File: src/rtl/keypad_scanner_pkg.sv
// Shared definitions for the keypad scanner: FSM state encoding and the
// row/column to key-index mapping used for value bits and event keys.
package keypad_pkg;

    typedef logic [1:0] state_t;

    localparam state_t ST_SETTLE = 2'd0;
    localparam state_t ST_SAMPLE = 2'd1;
    localparam state_t ST_EMIT   = 2'd2;
    localparam state_t ST_NEXT   = 2'd3;

    // Key at row r, column c lives at bit r*cols+c of the bitmap.
    function automatic int key_index(input int r, input int c, input int cols);
        return r * cols + c;
    endfunction

endpackage

File: src/rtl/keypad_scanner_if.sv
// Press/release event stream between the scanner and its consumer.
interface keypad_scanner_if #(
    parameter int KW = 4
);

    logic          event_valid;
    logic          event_ready;
    logic [KW-1:0] event_key;
    logic          event_pressed;

    modport master (
        output event_valid,
        output event_key,
        output event_pressed,
        input  event_ready
    );

    modport slave (
        input  event_valid,
        input  event_key,
        input  event_pressed,
        output event_ready
    );

endinterface

File: src/rtl/keypad_scanner_debounce.sv
// Per-key debounce counter. Counts consecutive samples that disagree with the
// published state and raises flip on the sample that reaches the threshold.
module keypad_debounce #(
    parameter int DEBOUNCE_SCANS = 4
) (
    input  logic clk,
    input  logic rst,
    input  logic sample_en,
    input  logic raw,
    input  logic state,
    output logic flip
);

    localparam int CW = $clog2(DEBOUNCE_SCANS + 1);
    localparam logic [CW-1:0] THRESHOLD = CW'(DEBOUNCE_SCANS);

    logic [CW-1:0] cnt;
    logic [CW-1:0] cnt_inc;
    logic          disagree;
    logic          hit;

    assign cnt_inc  = cnt + CW'(1);
    assign disagree = raw ^ state;
    assign hit      = (cnt_inc == THRESHOLD);
    assign flip     = sample_en & disagree & hit;

    // Restart the count on agreement or once a flip has been requested.
    always_ff @(posedge clk) begin
        if (rst) begin
            cnt <= '0;
        end else if (sample_en) begin
            if (!disagree || hit) begin
                cnt <= '0;
            end else begin
                cnt <= cnt_inc;
            end
        end
    end

endmodule

File: src/rtl/keypad_scanner.sv
// Column-scanning matrix keypad controller with per-key debounce, a debounced
// key bitmap and a backpressured press/release event stream.
module keypad_scanner
    import keypad_pkg::*;
#(
    parameter int ROWS           = 4,
    parameter int COLS           = 4,
    parameter int SETTLE_CYCLES  = 16,
    parameter int DEBOUNCE_SCANS = 4
) (
    input  logic                   clk,
    input  logic                   rst,
    output logic [COLS-1:0]        column,
    input  logic [ROWS-1:0]        row,
    output logic [ROWS*COLS-1:0]   value,
    output logic                   any_pressed,
    keypad_scanner_if.master       evt
);

    localparam int KEYS = ROWS * COLS;
    localparam int KW   = $clog2(KEYS);
    localparam int CLW  = $clog2(COLS);
    localparam int RW   = $clog2(ROWS);
    localparam int SW   = $clog2(SETTLE_CYCLES + 1);

    localparam logic [CLW-1:0] COL_LAST    = CLW'(COLS - 1);
    localparam logic [RW-1:0]  ROW_LAST    = RW'(ROWS - 1);
    localparam logic [SW-1:0]  SETTLE_LAST = SW'(SETTLE_CYCLES - 1);

    state_t          state;
    logic [CLW-1:0]  col;
    logic [SW-1:0]   settle_cnt;
    logic [RW-1:0]   r_idx;
    logic [ROWS-1:0] pend;
    logic [KEYS-1:0] flip;
    logic [ROWS-1:0] row_flip;
    logic [KW-1:0]   emit_key;
    logic            sampling;
    logic            slot_free;
    logic            emit_load;
    logic            emit_stall;

    assign sampling   = (state == ST_SAMPLE);
    assign emit_key   = KW'(key_index(int'(r_idx), int'(col), COLS));
    assign slot_free  = !evt.event_valid || evt.event_ready;
    assign emit_load  = (state == ST_EMIT) && pend[r_idx] && slot_free;
    assign emit_stall = (state == ST_EMIT) && pend[r_idx] && !slot_free;
    assign any_pressed = |value;

    // One debounce counter per key; only the driven column is sampled.
    for (genvar gr = 0; gr < ROWS; gr++) begin : g_row
        for (genvar gc = 0; gc < COLS; gc++) begin : g_col
            localparam int K = gr * COLS + gc;
            keypad_debounce #(
                .DEBOUNCE_SCANS(DEBOUNCE_SCANS)
            ) u_debounce (
                .clk       (clk),
                .rst       (rst),
                .sample_en (sampling && (col == CLW'(gc))),
                .raw       (~row[gr]),
                .state     (value[K]),
                .flip      (flip[K])
            );
        end
        assign row_flip[gr] = |flip[gr*COLS +: COLS];
    end

    // Drive the current column only while settling and sampling.
    always_comb begin
        column = '0;
        if (state == ST_SETTLE || state == ST_SAMPLE) begin
            column = COLS'(1) << col;
        end
    end

    // Scan sequencer: settle, sample, walk the rows for events, next column.
    always_ff @(posedge clk) begin
        if (rst) begin
            state      <= ST_NEXT;
            col        <= COL_LAST;
            settle_cnt <= '0;
            r_idx      <= '0;
        end else begin
            case (state)
                ST_SETTLE: begin
                    if (settle_cnt == SETTLE_LAST) begin
                        settle_cnt <= '0;
                        state      <= ST_SAMPLE;
                    end else begin
                        settle_cnt <= settle_cnt + SW'(1);
                    end
                end
                ST_SAMPLE: begin
                    r_idx <= '0;
                    state <= ST_EMIT;
                end
                ST_EMIT: begin
                    if (!emit_stall) begin
                        if (r_idx == ROW_LAST) begin
                            r_idx <= '0;
                            state <= ST_NEXT;
                        end else begin
                            r_idx <= r_idx + RW'(1);
                        end
                    end
                end
                ST_NEXT: begin
                    col        <= (col == COL_LAST) ? '0 : col + CLW'(1);
                    settle_cnt <= '0;
                    state      <= ST_SETTLE;
                end
                default: state <= ST_NEXT;
            endcase
        end
    end

    // Rows whose key in this column crossed the debounce threshold.
    always_ff @(posedge clk) begin
        if (rst) begin
            pend <= '0;
        end else if (sampling) begin
            pend <= row_flip;
        end else if (emit_load) begin
            pend[r_idx] <= 1'b0;
        end
    end

    // Event slot and bitmap update together so they never disagree.
    always_ff @(posedge clk) begin
        if (rst) begin
            value             <= '0;
            evt.event_valid   <= 1'b0;
            evt.event_key     <= '0;
            evt.event_pressed <= 1'b0;
        end else if (emit_load) begin
            evt.event_valid   <= 1'b1;
            evt.event_key     <= emit_key;
            evt.event_pressed <= ~value[emit_key];
            value[emit_key]   <= ~value[emit_key];
        end else if (evt.event_valid && evt.event_ready) begin
            evt.event_valid   <= 1'b0;
        end
    end

endmodule

File: src/flat_wrapper.sv
// flat-port wrapper written by rule: the top's interface ports become plain ports
module keypad_scanner_flat import keypad_pkg::*;
#(
    parameter int ROWS           = 4,
    parameter int COLS           = 4,
    parameter int SETTLE_CYCLES  = 16,
    parameter int DEBOUNCE_SCANS = 4
)
  (clk, rst, column, row, value, any_pressed, evt_event_valid, evt_event_key, evt_event_pressed, evt_event_ready);
  keypad_scanner_if evt_i ();
  input  logic clk;
  input  logic rst;
  output logic [COLS-1:0] column;
  input  logic [ROWS-1:0] row;
  output logic [ROWS*COLS-1:0] value;
  output logic any_pressed;
  output wire logic [$bits(evt_i.event_valid)-1:0] evt_event_valid;
  output wire logic [$bits(evt_i.event_key)-1:0] evt_event_key;
  output wire logic [$bits(evt_i.event_pressed)-1:0] evt_event_pressed;
  input wire logic [$bits(evt_i.event_ready)-1:0] evt_event_ready;
  assign evt_event_valid = evt_i.event_valid;
  assign evt_event_key = evt_i.event_key;
  assign evt_event_pressed = evt_i.event_pressed;
  assign evt_i.event_ready = evt_event_ready;
  keypad_scanner #(.ROWS(ROWS), .COLS(COLS), .SETTLE_CYCLES(SETTLE_CYCLES), .DEBOUNCE_SCANS(DEBOUNCE_SCANS)) u_core (.clk(clk), .rst(rst), .column(column), .row(row), .value(value), .any_pressed(any_pressed), .evt(evt_i));
endmodule
File: config.mk
export PLATFORM = sky130hd
export DESIGN_NAME = keypad_scanner_flat
export DESIGN_NICKNAME = d
export VERILOG_FILES = /design/src/rtl/keypad_scanner_pkg.sv /design/src/rtl/keypad_scanner_if.sv /design/src/rtl/keypad_scanner_debounce.sv /design/src/rtl/keypad_scanner.sv /design/src/flat_wrapper.sv
export SDC_FILE = /design/constraint.sdc
export NUM_CORES = 1
export LEC_CHECK = 0
export CAP_MARGIN = 20
export CORE_ASPECT_RATIO = 2
export CORE_MARGIN = 3
export CORE_UTILIZATION = 55
export CTS_CLUSTER_DIAMETER = 50
export DETAILED_ROUTE_END_ITERATION = 8
export PLACE_DENSITY = 0.83
export SYNTH_ARGS = -nofsm -noshare
export SYNTH_HDL_FRONTEND = slang
export SYNTH_SLANG_ARGS = --single-unit
File: constraint.sdc
create_clock -name clk -period 2.4 [get_ports clk]
set_input_delay 0.72 -clock clk [delete_from_list [all_inputs] [get_ports clk]]
set_output_delay 0.72 -clock clk [all_outputs]
set_load 0.01 [all_outputs]
==> impl_results.md <==
* Synth async-reset ratio at 0%
* Required @ worst endpoint at between 1500 and 2000 ps
* Final net count at 667
* Drt via density at 6.66
* Vias in the first global route at 4785
* FMAX at 446 MHz
* Mapped Cells at 586
* Crit path launch type: register
* First-pass GRT wire length at approximately 23 mm
* Die area at around 0.011 sq mm
* Max-slew headroom at 52.7%
* CP endpoint kind: primary output
* Worst Hold Class: reg2reg
* Iter 0 DRT Violations at 378
* WS Path Type: reg2out
* Post-layout min period at 2240 ps
* Flops & latches, synth at between 80 and 90
* Peak VDD IR at 0.680 mV
* Cell area power density at between 700 and 800 mW/mm^2
* Core area at 0.00938 sq mm
* Final Hold Violating Endpoints at 0
* Slowest cell on crit path: dfxtp_1
* Remaining global-route overflow at 0
* CP arrival at 1520 ps
* H-tree levels at 3
* Synth cell types at 53
* Clock latency at the later pin of the worst-skew pair at ~350 ps
* Initial DRT Pass Iterations at 5
* Post-synthesis sequential area ratio at 32.2%
* DRT Wirelength at 14.5 mm
* CTS root buffer: clkbuf_16
* Final core utilization at ~65%
* Die width at 75.3 um
* MaxCap Viol Count at 0
* Post-synth top flop: dfxtp_1
* Clock transition at path regs at roughly 60 ps
* Pin count of the biggest net entering global routing at 36
* Clock skew at 7.73 ps
* IO buf count at 33
* Setup TNS at 0 ps
* Gr usage total at between 20% and 30%
* Measured slew at the worst slew-check pin at 692 ps
* Max-slew violation count at 0
* Synth-to-layout area growth at 15.6%
* Post-Syn Area at 0.00528 sq mm
* RSZ-0062 raised after global routing: false
* Post-synth EDFFs at 0
* Outcome: finished clean
* Synth warn at 0
* Initial antenna violation count at 0
* CP Cell Sequence: clkinv_1, ha_1, nor2b_1, dlygate4sd2_1
* Clock Tree Buf Depth at 2
* Std cell rows at 50
* Finish-stage setup viols at 0
* Placed wire-length estimate at 10.6 mm
* Die height at 145 um
* DRC viols at 0
* WL per Instance at ~20 um
* Starting Density at 56.3%
* Commonest non-fill, non-tap cell in the layout: dfxtp_1
* Final ANT Viol Nets at 0
* # diodes at 0
* Top library cells by usage in the layout, fill and taps aside: 83 x dfxtp_1, 51 x nor2_1, 45 x ha_1
* Post-synth net total at 640
* Post-Syn Area per Cell at 9.01 sq um
* RD Place Congestion at a little over 0.9
* Final Cycle Share at between 90 and 100%
* Slowest stage delay, CP at 410 ps
* Vias at 4809
* CTS tree: yes
* Clock sinks at 85
* Crit path max fanout at 4
* Share of cells above drive strength 1 at 11.8%
* Num CTS Buffers at 9
* Leakage at 2.54 nW
* Boundary Pins at 34
## state kept, by name, summed over array words and instances (netlist names)
| register | flops |
|---|---|
| u_core.col | 2 |
| u_core.evt.event_key | 4 |
| u_core.evt.event_pressed | 1 |
| u_core.evt.event_valid | 1 |
| u_core.g_row.g_col.u_debounce.cnt | 48 |
| u_core.pend | 4 |
| u_core.r_idx | 2 |
| u_core.settle_cnt | 5 |
| u_core.state | 2 |
| u_core.value | 16 |
## cells in the mapped netlist (5+ instances only)
master | instances | share of area [%]
mux4_2 | 5 | 2.1
a22oi_1 | 15 | 2.1
clkbuf_1 | 25 | 1.8
o311ai_0 | 6 | 1.0
nand3b_1 | 7 | 1.0
nand4_1 | 19 | 2.3
mux2i_1 | 25 | 4.7
nand3_1 | 19 | 1.8
xnor2_1 | 5 | 0.83
a31oi_1 | 14 | 1.7
xor2_1 | 32 | 5.3
nor4_1 | 8 | 0.95
nor2b_1 | 11 | 1.3
nor3_1 | 11 | 1.0
nor2_1 | 52 | 3.7
nand2_1 | 26 | 1.8
a21oi_1 | 19 | 1.8
ha_1 | 47 | 11
buf_4 | 18 | 2.6
dfxtp_1 | 85 | 32
and3_1 | 8 | 0.95
buf_2 | 6 | 0.57
inv_1 | 22 | 1.6
a211oi_1 | 26 | 3.7
o21ai_0 | 9 | 0.85
a2111oi_0 | 7 | 1.2
or4bb_1 | 6 | 1.3
and2_1 | 7 | 0.83
## metrics by stage
step                      area [sq um]  setup WS [ps]  hold slack (ps)  instances  power [mW]
final                             6100            157              448        722        4.53
after global routing              6100           51.1              454        722        4.72
after CTS                         6100            145              448        722        4.52
after detailed placement          5720           4.72              437        706        2.87
after global placement            5720           58.4              431        706        2.81
after floorplan                   5280            311              426        586        2.44
## path summary, 6_finish.rpt
kind / start / end / slack, ps / cells after the start
worst min register to register: u_core.settle_cnt[4]$_SDFFE_PP0P_ / u_core.settle_cnt[4]$_SDFFE_PP0P_ / 450 / 1
worst max-delay path: u_core.col[1]$_SDFFE_PP1N_ / column[0] / 160 / 4
worst max register to register: u_core.col[1]$_SDFFE_PP1N_ / u_core.g_row[1].g_col[3].u_debounce.cnt[2]$_SDFFE_PP0P_ / 180 / 7
worst min-delay path: u_core.settle_cnt[4]$_SDFFE_PP0P_ / u_core.settle_cnt[4]$_SDFFE_PP0P_ / 450 / 1
## cell type report
class	count	area, sq um
Fill cell	728	3280
Multi-Input combinational cell	425	3230
Sequential cell	85	1710
Timing Repair Buffer	69	602
Clock buffer	9	225
Tap cell	104	130
Clock inverter	7	121
Inverter	23	86.3
## per-layer routing
layer	global-route usage (%)	share of wire [%]	vias up
li1	-	-	2199
met1	26.8	33	2288
met2	48.8	53	227
met3	6.75	5.8	95
met4	20.8	7.7	0
met5	0	0	-
## where the power goes
part | internal [mW] | switching (mW)
registers | 1.49 | 0.0998
logic | 0.512 | 0.803
clock network | 1.02 | 0.600
## critical path: cells and delay by family, from the launching register on
| family | cells | cell delay, ps |
|---|---|---|
| fa+ha+maj | 1 | 220 |
| buf+inv | 2 | 420 |
| flops | 1 | 410 |
| simple gates | 1 | 130 |
## kinds of logic after synthesis
logic type / synth area share (%)
DFF: 32.2
AOI/OAI and AO/OA: 16.8
xor gates and xnor gates: 6.14
and+or+nand+nor: 19.3
buffers and inverters: 7.25
muxes: 7.09
adders and majority gates: 11.1
## repair_timing
| item | 4_1_cts | 5_1_grt |
|---|---|---|
| endpoints found under the setup margin | 5 | 0 |
| hold buffers | 0 | 0 |
| buffers inserted | 0 | 0 |
| resized for setup | 16 | 0 |
Note: power is estimated with default switching activity, not from simulation.
